`src/rtl/fetch_unit.sv`:
```
// Instruction-fetch stage: owns the PC, fetches over a req/ack handshake and
// holds one registered instruction in the issue slot until it retires.
module fetch_unit #(
    parameter logic [31:0] RESET_PC = 32'hBFC0_0000,
    parameter logic [31:0] NOP      = 32'h0000_0013
) (
    input  logic        clk,
    input  logic        rst,
    output logic        imem_req,
    output logic [31:0] imem_addr,
    input  logic        imem_ack,
    input  logic [31:0] imem_rdata,
    output logic [31:0] instr,
    output logic        instr_valid,
    input  logic        stall,
    input  logic        PCsrc,
    input  logic        JUMPRT,
    input  logic [31:0] ImmExt,
    input  logic [31:0] ALUResult,
    output logic [31:0] pc,
    output logic [31:0] pc_plus4,
    output logic        fetch_fault,
    output logic [31:0] instret
);

    typedef enum logic [1:0] {FETCH, ISSUE, HALT} state_e;

    state_e      state_q, state_d;
    logic [31:0] pc_q, pc_d;
    logic [31:0] instr_q, instr_d;
    logic [31:0] instret_q, instret_d;
    logic        fault_q, fault_d;
    logic [31:0] nextPc;
    logic        misaligned;
    logic        fetchDone;

    // jalr clears bit 0 of the register-relative target before alignment is judged
    always_comb begin
        nextPc = pc_q + 32'd4;
        if (PCsrc) begin
            nextPc = JUMPRT ? (ALUResult & 32'hFFFF_FFFE) : (pc_q + ImmExt);
        end
    end

    assign misaligned = |nextPc[1:0];
    assign fetchDone  = imem_req & imem_ack;

    always_ff @(posedge clk or posedge rst) begin
        if (rst) begin
            state_q <= FETCH;
        end else begin
            state_q <= state_d;
        end
    end

    always_comb begin
        state_d = state_q;
        unique case (state_q)
            FETCH: if (fetchDone) state_d = ISSUE;
            ISSUE: if (!stall) state_d = misaligned ? HALT : FETCH;
            default: state_d = HALT;
        endcase
    end

    // Request is gated by reset so it drops the moment reset is raised mid-fetch
    always_comb begin
        imem_req    = (state_q == FETCH) && !rst;
        instr_valid = (state_q == ISSUE);
    end

    always_comb begin
        pc_d      = pc_q;
        instr_d   = instr_q;
        instret_d = instret_q;
        fault_d   = fault_q;
        unique case (state_q)
            FETCH: begin
                if (fetchDone) instr_d = imem_rdata;
            end
            ISSUE: begin
                if (!stall) begin
                    instr_d = NOP;
                    if (misaligned) begin
                        fault_d = 1'b1;
                    end else begin
                        pc_d      = nextPc;
                        instret_d = instret_q + 32'd1;
                    end
                end
            end
            default: begin
                instr_d = NOP;
            end
        endcase
    end

    always_ff @(posedge clk or posedge rst) begin
        if (rst) begin
            pc_q      <= RESET_PC;
            instr_q   <= NOP;
            instret_q <= 32'd0;
            fault_q   <= 1'b0;
        end else begin
            pc_q      <= pc_d;
            instr_q   <= instr_d;
            instret_q <= instret_d;
            fault_q   <= fault_d;
        end
    end

    assign imem_addr   = pc_q;
    assign pc          = pc_q;
    assign pc_plus4    = pc_q + 32'd4;
    assign instr       = instr_q;
    assign fetch_fault = fault_q;
    assign instret     = instret_q;

endmodule

```
`config.mk`:
```
export PLATFORM = sky130hd
export DESIGN_NAME = fetch_unit
export DESIGN_NICKNAME = d
export VERILOG_FILES = /design/src/rtl/fetch_unit.sv
export SDC_FILE = /design/constraint.sdc
export NUM_CORES = 1
export LEC_CHECK = 0
export CAP_MARGIN = 10
export CORE_MARGIN = 5
export CORE_UTILIZATION = 46
export DETAILED_ROUTE_END_ITERATION = 10
export PLACE_DENSITY = 0.84
export SYNTH_ARGS = -nofsm -noshare
export SYNTH_HDL_FRONTEND = slang
export SYNTH_SLANG_ARGS = --single-unit
```
`constraint.sdc`:
```
create_clock -name clk -period 4.7 [get_ports clk]
set_input_delay 1.175 -clock clk [delete_from_list [all_inputs] [get_ports clk]]
set_output_delay 1.175 -clock clk [all_outputs]
set_load 0.1 [all_outputs]
```
After elaboration in Yosys (flattened, before gate mapping)

Cells that the tools add are included.

Add/sub/neg operators: 3
Reduce and logical (&&, ||, !) cells: 7
Bitwise gates (word level): 3
Multiplexer cells: 9
Equal/unequal tests: 3

Operator list:

| operator              | number |
|---|---|
| $mux 32               | 4 |
| $pmux 32 s2           | 1 |
| $add 32x1->32 const B | 1 |
| $add 32x3->32 const B | 1 |
| $add 32x32->32        | 1 |
| $mux 2                | 3 |
| $reduce_and 3->1      | 2 |
| $ne 2x2->1 const B    | 2 |
| $pmux 2 s2            | 1 |
| $eq 2x1->1 const B    | 1 |
| $logic_not 2->1       | 1 |
| $not 1->1             | 2 |
| $reduce_and 2->1      | 1 |
| $reduce_or 2->1       | 1 |
| $and 1x1->1           | 1 |
| $logic_and 1x1->1     | 1 |
| $logic_not 1->1       | 1 |

Input port bits: 102
Output and inout port bits: 163
Register bits after elaboration: 99
Logic and storage cells: 30

Depth between registers and ports, before layout

Depth in word-level cells: 7
Gate-level depth with buffers: 11
Depth with buffers taken out: 10

Worst setup path before layout

Ideal clock, no wire load.

Kind: register to output
Start point: register pc_q[9], in the netlist imem_addr[9]
End point: output port pc_plus4[20]
Required time: 3525 ps
Cell stages (with the launch flop): 6
Setup slack: -276 ps
Buffers on the path: 0
Data arrival time: 3801 ps
Cells stage by stage: dfrtp_1 > and4_4 > nand3_1 > nor3_1 > nand3_1 > xnor2_1

Longest elaborated chain between the ends: 1

RTL lines:

| element                | RTL line | source |
|---|---|---|
| start, declared        | 29       | `logic [31:0] pc_q, pc_d;` |
| start signal, assigned | 104      | `pc_q <= pc_d;` |
| $add 32x3->32          | 113      | `assign pc_plus4 = pc_q + 32'd4;` |
| end, declared          | 21       | `output logic [31:0] pc_plus4,` |

No other way between the ends.

Worst setup path in the final report

Start point: register pc_q[4], in the netlist imem_addr[4]
End point: output port pc_plus4[31]

Same word-level chain as after synthesis.

==> impl_metrics.csv <==
group,metric,value,unit
global_routing,grt_antenna_before_repair,1,
floorplanning,die_w,136,um
placed_design,routabilityCongestion,0.981,
final_layout,drive_gt1_frac,0.0983,
routing,met3_length,2270,um
clock_tree,cts_tree,"yes",
setup_path,cp-start-kind,"flip-flop",
placed_design,portBuffers,263,
routing,drt_wl_total,24600,um
clock_tree,path_clk_slew,0.08,ns
global_routing,grt_max_degree,70,
floorplanning,start_util,0.466,
routing,detail_route.iter0.violations,656,
setup_path,arrival,2.96,ns
timing,worst_pin_slew,1.08,ns
yosys,async_flop_share,1.00,
routing,route.met2.wl,11200,um
floorplanning,die_area,0.0186,mm2
yosys,synth_edf_count,0,
timing,rsz0062_at_grt,"no",
timing,clock.fmax,242,MHz
yosys,ys_types,79,
yosys,synth-seq-area-share,0.339,
routing,drc_errors,0,
final_layout,area_growth,38.2,%
setup_path,r2r_slack,1.42,ns
global_routing,gr-total-overflow,0,
routing,wl_per_cell,19.3,um
yosys,synthFlopType,"dfrtp_1",
timing,setup_viol,0,
yosys,syn_inst,847,
routing,top_layer,"met4",
setup_path,critPathRequiredTime,3.52,ns
yosys,ys_ff_latch,99,
timing,finalHoldViolations,0,
global_routing,track_usage,0.263,
clock_tree,cts_setup_buffers,0,
yosys,syn_nets,983,
placed_design,hpwl,18300,um
clock_tree,clock_latency,0.35,ns
clock_tree,holdBufCountCts,0,
floorplanning,io_pins,265,
final_layout,layout_common_cells,"236 x clkdlybuf4s50_1, 87 x dfrtp_1, 79 x nand2_1, 78 x nor2_1, 50 x xnor2_1",
setup_path,worstSetupEndpointType,"output port",
floorplanning,num_rows,46,
clock_tree,cts_resized,0,
timing,slew_headroom,0.279,
timing,setup_tns,0,ns
yosys,syn_area,0.00735,mm2
timing,post-route-period-util,0.880,
setup_path,crit_type,"flip-flop to output port",
clock_tree,cts_sinks,99,
clock_tree,root_buffer,"clkbuf_16",
timing,slew_violations,0,
routing,wl_met1,10200,um
global_routing,grt_pass1_wl,38800,um
final_layout,fin_nets,1189,
final_layout,final_common_cell,"clkdlybuf4s50_1",
setup_path,path_max_fanout,9,
floorplanning,fp.dieH,136,um
clock_tree,h-tree-depth,3,
yosys,yosysWarnings,0,
routing,via_count,7389,
routing,drt_pass1_iterations,5,
clock_tree,cts_buffers,9,
outcome,status,"completed",
routing,postRouteAntennaNets,0,
routing,vias_per_cell,5.80,
job,cap_violations,0,
global_routing,grt_pass1_vias,7314,
floorplanning,core_area,0.0158,mm2
timing,skew,0.0149,ns
timing,period_minus_slack,4.14,ns
clock_tree,clk_path_buf_depth,2,
min_path,hold_class,"flip-flop to flip-flop",
yosys,syn_avg_cell_area,8.68,um2
flip-flops by register name, indices dropped and copies added, names as in the netlist:
signal,cells
imem_addr,32
instr,32
instret,32
state_q,2
fetch_fault,1
stage by stage:
| stage | util | instance area [um2] | instances | hold WS [ns] | worst slack [ns] |
|---|---|---|---|---|---|
| global placement | 0.625 | 9860 | 1258 | 0.438 | 0.372 |
| finish | 0.644 | 10200 | 1275 | 0.455 | 0.563 |
| CTS | 0.644 | 10200 | 1274 | 0.459 | 0.530 |
| floorplan | - | 7390 | 847 | 0.518 | 0.0239 |
| global route | 0.644 | 10200 | 1275 | 0.469 | 0.389 |
| detailed placement | 0.625 | 9860 | 1258 | 0.443 | 0.276 |
worst max-delay path, stage by stage, from the launching register on:
cell and delay, ns:
dfrtp_1 0.57, and3_1 0.36, nand3_1 0.31, nor3_2 0.55, and4_1 0.37, xor2_2 0.14
buf_4 0.31
worst paths after layout:
kind / startpoint / depth (start not counted) / end
setup / recovery: imem_addr[4]$_DFFE_PP0P_ / 6 / pc_plus4[31]
max in group asynchronous: rst / 3 / imem_addr[10]$_DFFE_PP0P_
setup reg to reg: imem_addr[0]$_DFFE_PP0P_ / 10 / instret[29]$_DFFE_PP0P_
hold reg to reg: fetch_fault$_DFFE_PP0P_ / 1 / fetch_fault$_DFFE_PP0P_
min in group asynchronous: rst / 2 / instr[31]$_DFFE_PP0P_
hold / removal: fetch_fault$_DFFE_PP0P_ / 1 / fetch_fault$_DFFE_PP0P_
final cells by class:
type                    instances  area [um2]
well taps                     216         270
flip-flops and latches         99        2490
clock buffers                  10         239
fillers                      1310        5610
repair buffers                272        2630
clock inverters                 6        55.1
diodes                          1        2.50
inverters                      14        55.1
multi-input cells             657        4410
kinds of logic after synthesis:
logic type / after synthesis / share of synthesized area
AOI/OAI and AO/OA: 229 / 0.212
xor gates and xnor gates: 79 / 0.0942
adders and majority gates: 34 / 0.0589
buffers and inverters: 91 / 0.0684
DFF: 99 / 0.339
muxes: 14 / 0.0201
and+or+nand+nor: 301 / 0.207
Yosys cell counts, drive strengths merged, types with 3 or more instances:
| cell type | number | area (um2) |
|---|---|---|
| dfrtp | 87 | 2180 |
| nor2 | 80 | 305 |
| nand2 | 79 | 297 |
| xnor2 | 53 | 464 |
| o21ai | 51 | 255 |
| a21oi | 42 | 210 |
| buf | 41 | 295 |
| clkbuf | 36 | 155 |
| nand3 | 35 | 175 |
| ha | 33 | 413 |
| a22o | 29 | 254 |
| xor2 | 26 | 228 |
| and3 | 25 | 181 |
| a21o | 22 | 165 |
| nand4 | 17 | 106 |
| inv | 14 | 52.6 |
| o22ai | 14 | 87.6 |
| nor3 | 13 | 75.1 |
| dfstp | 12 | 315 |
| nor2b | 12 | 75.1 |
| a31oi | 11 | 68.8 |
| mux2i | 11 | 110 |
| or3 | 10 | 62.6 |
| and4 | 8 | 75.1 |
| and2 | 6 | 42.5 |
| o21a | 6 | 45.0 |
| o31ai | 6 | 50.1 |
| a31o | 5 | 43.8 |
| nand2b | 5 | 38.8 |
| a211oi | 4 | 30.0 |
| o211ai | 4 | 30.0 |
| o22a | 4 | 35.0 |
| a221oi | 3 | 26.3 |
| a22oi | 3 | 22.5 |
| mux2 | 3 | 37.5 |
| nor3b | 3 | 22.5 |
| o21bai | 3 | 22.5 |
metal layers:
metal | track usage | vias up
li1 | - | 3443
met1 | 0.354 | 3460
met2 | 0.422 | 411
met3 | 0.0455 | 75
met4 | 0.102 | 0
met5 | 0 | -
Power is left out: the tool's default activity adds up to more than one toggle a clock period on the data nets, which glitch-free logic cannot reach.
==> RTL change: new RTL, config.mk and constraints unchanged <==
Register the output `fetch_fault` once more, with the module's reset; this adds one clock of latency there. The other outputs are not delayed to match.
--- a/src/rtl/fetch_unit.sv
+++ b/src/rtl/fetch_unit.sv
@@ -113,5 +113,11 @@
     assign pc_plus4    = pc_q + 32'd4;
     assign instr       = instr_q;
-    assign fetch_fault = fault_q;
+    always_ff @(posedge clk or posedge rst) begin
+        if (rst) begin
+            fetch_fault <= '0;
+        end else begin
+            fetch_fault <= fault_q;
+        end
+    end
     assign instret     = instret_q;
 
Check against the original RTL: not equivalent (a bounded check fails within 4 cycles, from zero or initial values and one cycle with rst high).
==> RTL change against the original RTL <==
- register-to-register slack gained 0.13 ns
- global-route usage shrank 1.7 points
- sequential share of layout area grew 0.68 points
- maximum frequency grew 1.7%
- final cell count shrank 6.6%
- wire length shrank 6.3%
- non-clock buffer count grew 3
- final area shrank 1.7%
- worst setup slack gained 0.068 ns
- via count shrank 6.2%
- synthesized area shrank 3.4%
- sequential cell count grew 1
==> RTL change: results (changes against the original RTL) <==
Yosys:
- The synthesized netlist net count came to 919 (was 983).
- Top post-synthesis cells by area: sky130_fd_sc_hd__dfrtp_1 (31%), sky130_fd_sc_hd__xnor2_1 (7.4%), sky130_fd_sc_hd__ha_1 (5.8%) (was sky130_fd_sc_hd__dfrtp_1 (30%), sky130_fd_sc_hd__xnor2_1 (6.3%), sky130_fd_sc_hd__ha_1 (5.6%)).
- The number of library cell types mapped by synthesis came to 74 (was 79).
- Top cell types by occurrence after synthesis: sky130_fd_sc_hd__dfrtp_1 (88), sky130_fd_sc_hd__nand2_1 (69), sky130_fd_sc_hd__xnor2_1 (60), sky130_fd_sc_hd__o21ai_0 (51), sky130_fd_sc_hd__a21oi_1 (43) (was sky130_fd_sc_hd__dfrtp_1 (87), sky130_fd_sc_hd__nand2_1 (79), sky130_fd_sc_hd__nor2_1 (78), sky130_fd_sc_hd__xnor2_1 (53), sky130_fd_sc_hd__o21ai_0 (49)).
- The post-synthesis sequential area ratio is 0.355 (was 0.339).

Global routing:
- The initial antenna violation count is 0 (was 1).
- The global-route wire length before repair is 35.6 mm (was 38.8 mm).
- The maximum number of pins on one net before global-route repair is 77 (was 70).
- The met2 routing resource usage after global routing is 0.412 (was 0.422).
- The via count of the first global-routing pass is 6,798 (was 7,314).
- The met3 routing resource usage after global routing is 0.0484 (was 0.0455).

Worst setup path:
- The slack of the worst reg-to-reg path is 1.55 ns (was 1.42 ns).
- The critical-path maximum fanout is 8 (was 9).
- The terminus of the critical flop-to-flop path is imem_addr[28] (was instret[29]).

Finish:
- The ratio of cells with drive above 1 in the final layout came to 0.107 (was 0.0983).
- The diode insertion count for antenna repair came to 0 (was 1).
- The number of fill cells in the layout is 1,216 (was 1,310).

Drt:
- The via count is 6,928 (was 7,389).
- The met3 wirelength from detailed routing is 1.66 mm (was 2.27 mm).
- The met1 wire length is 9.94 mm (was 10.2 mm).
- The ratio of routed vias to standard cells came to 5.82 (was 5.80).
- The amount of wire on met2 after detailed routing was 11.0 mm (was 11.2 mm).

Outcome:
- Status: complete, no violations (unchanged).

Place:
- The total instance count after detailed placement is 1,175 (was 1,258).
- The worst slack after detailed placement is 0.518 ns (was 0.276 ns).
- The last weighted congestion value of the routability-driven placer is 0.911 (was 0.981).
- The detailed placement HPWL is 17.6 mm (was 18.3 mm).
- The placed cell area was 9680 sq um (was 9860 sq um).

Worst hold path:
- The cell depth of the worst min-delay path came to 0 (was 1).
- The startpoint of the most critical hold path is fault_q (was fetch_fault).
- The worst min-delay path endpoint was fetch_fault (unchanged).

Timing:
- The smallest hold slack is 0.393 ns (was 0.455 ns).
- The relative slew slack is 0.293 (was 0.279).

Power and ir drop:
- Total power for the finished layout comes to 7.84 mW.
-- RTL change: cells by family after synthesis --
kind of cell	synth area share
xor+xnor	0.104
flops	0.355
fa+ha+maj	0.0610
compound gates	0.219
simple gates	0.193
buf+inv	0.0670
mux	0.00282
-- RTL change: worst max-delay path, stage by stage (launching register included) --
cell                      delay [ns]
sky130_fd_sc_hd__dfrtp_1        0.54
sky130_fd_sc_hd__ha_1           0.31
sky130_fd_sc_hd__nand3_1        0.26
sky130_fd_sc_hd__nor4_4         0.21
sky130_fd_sc_hd__buf_4          0.20
sky130_fd_sc_hd__and3_1         0.27
sky130_fd_sc_hd__and3_1         0.30
sky130_fd_sc_hd__xor2_2         0.14
sky130_fd_sc_hd__buf_4          0.30
-- RTL change: cell type report --
type | instances | area share
Sequential cell | 100 | 0.252
Clock buffer | 10 | 0.0229
Clock inverter | 6 | 0.00714
Tap cell | 188 | 0.0236
Timing Repair Buffer | 275 | 0.265
Multi-Input combinational cell | 596 | 0.422
Inverter | 16 | 0.00627
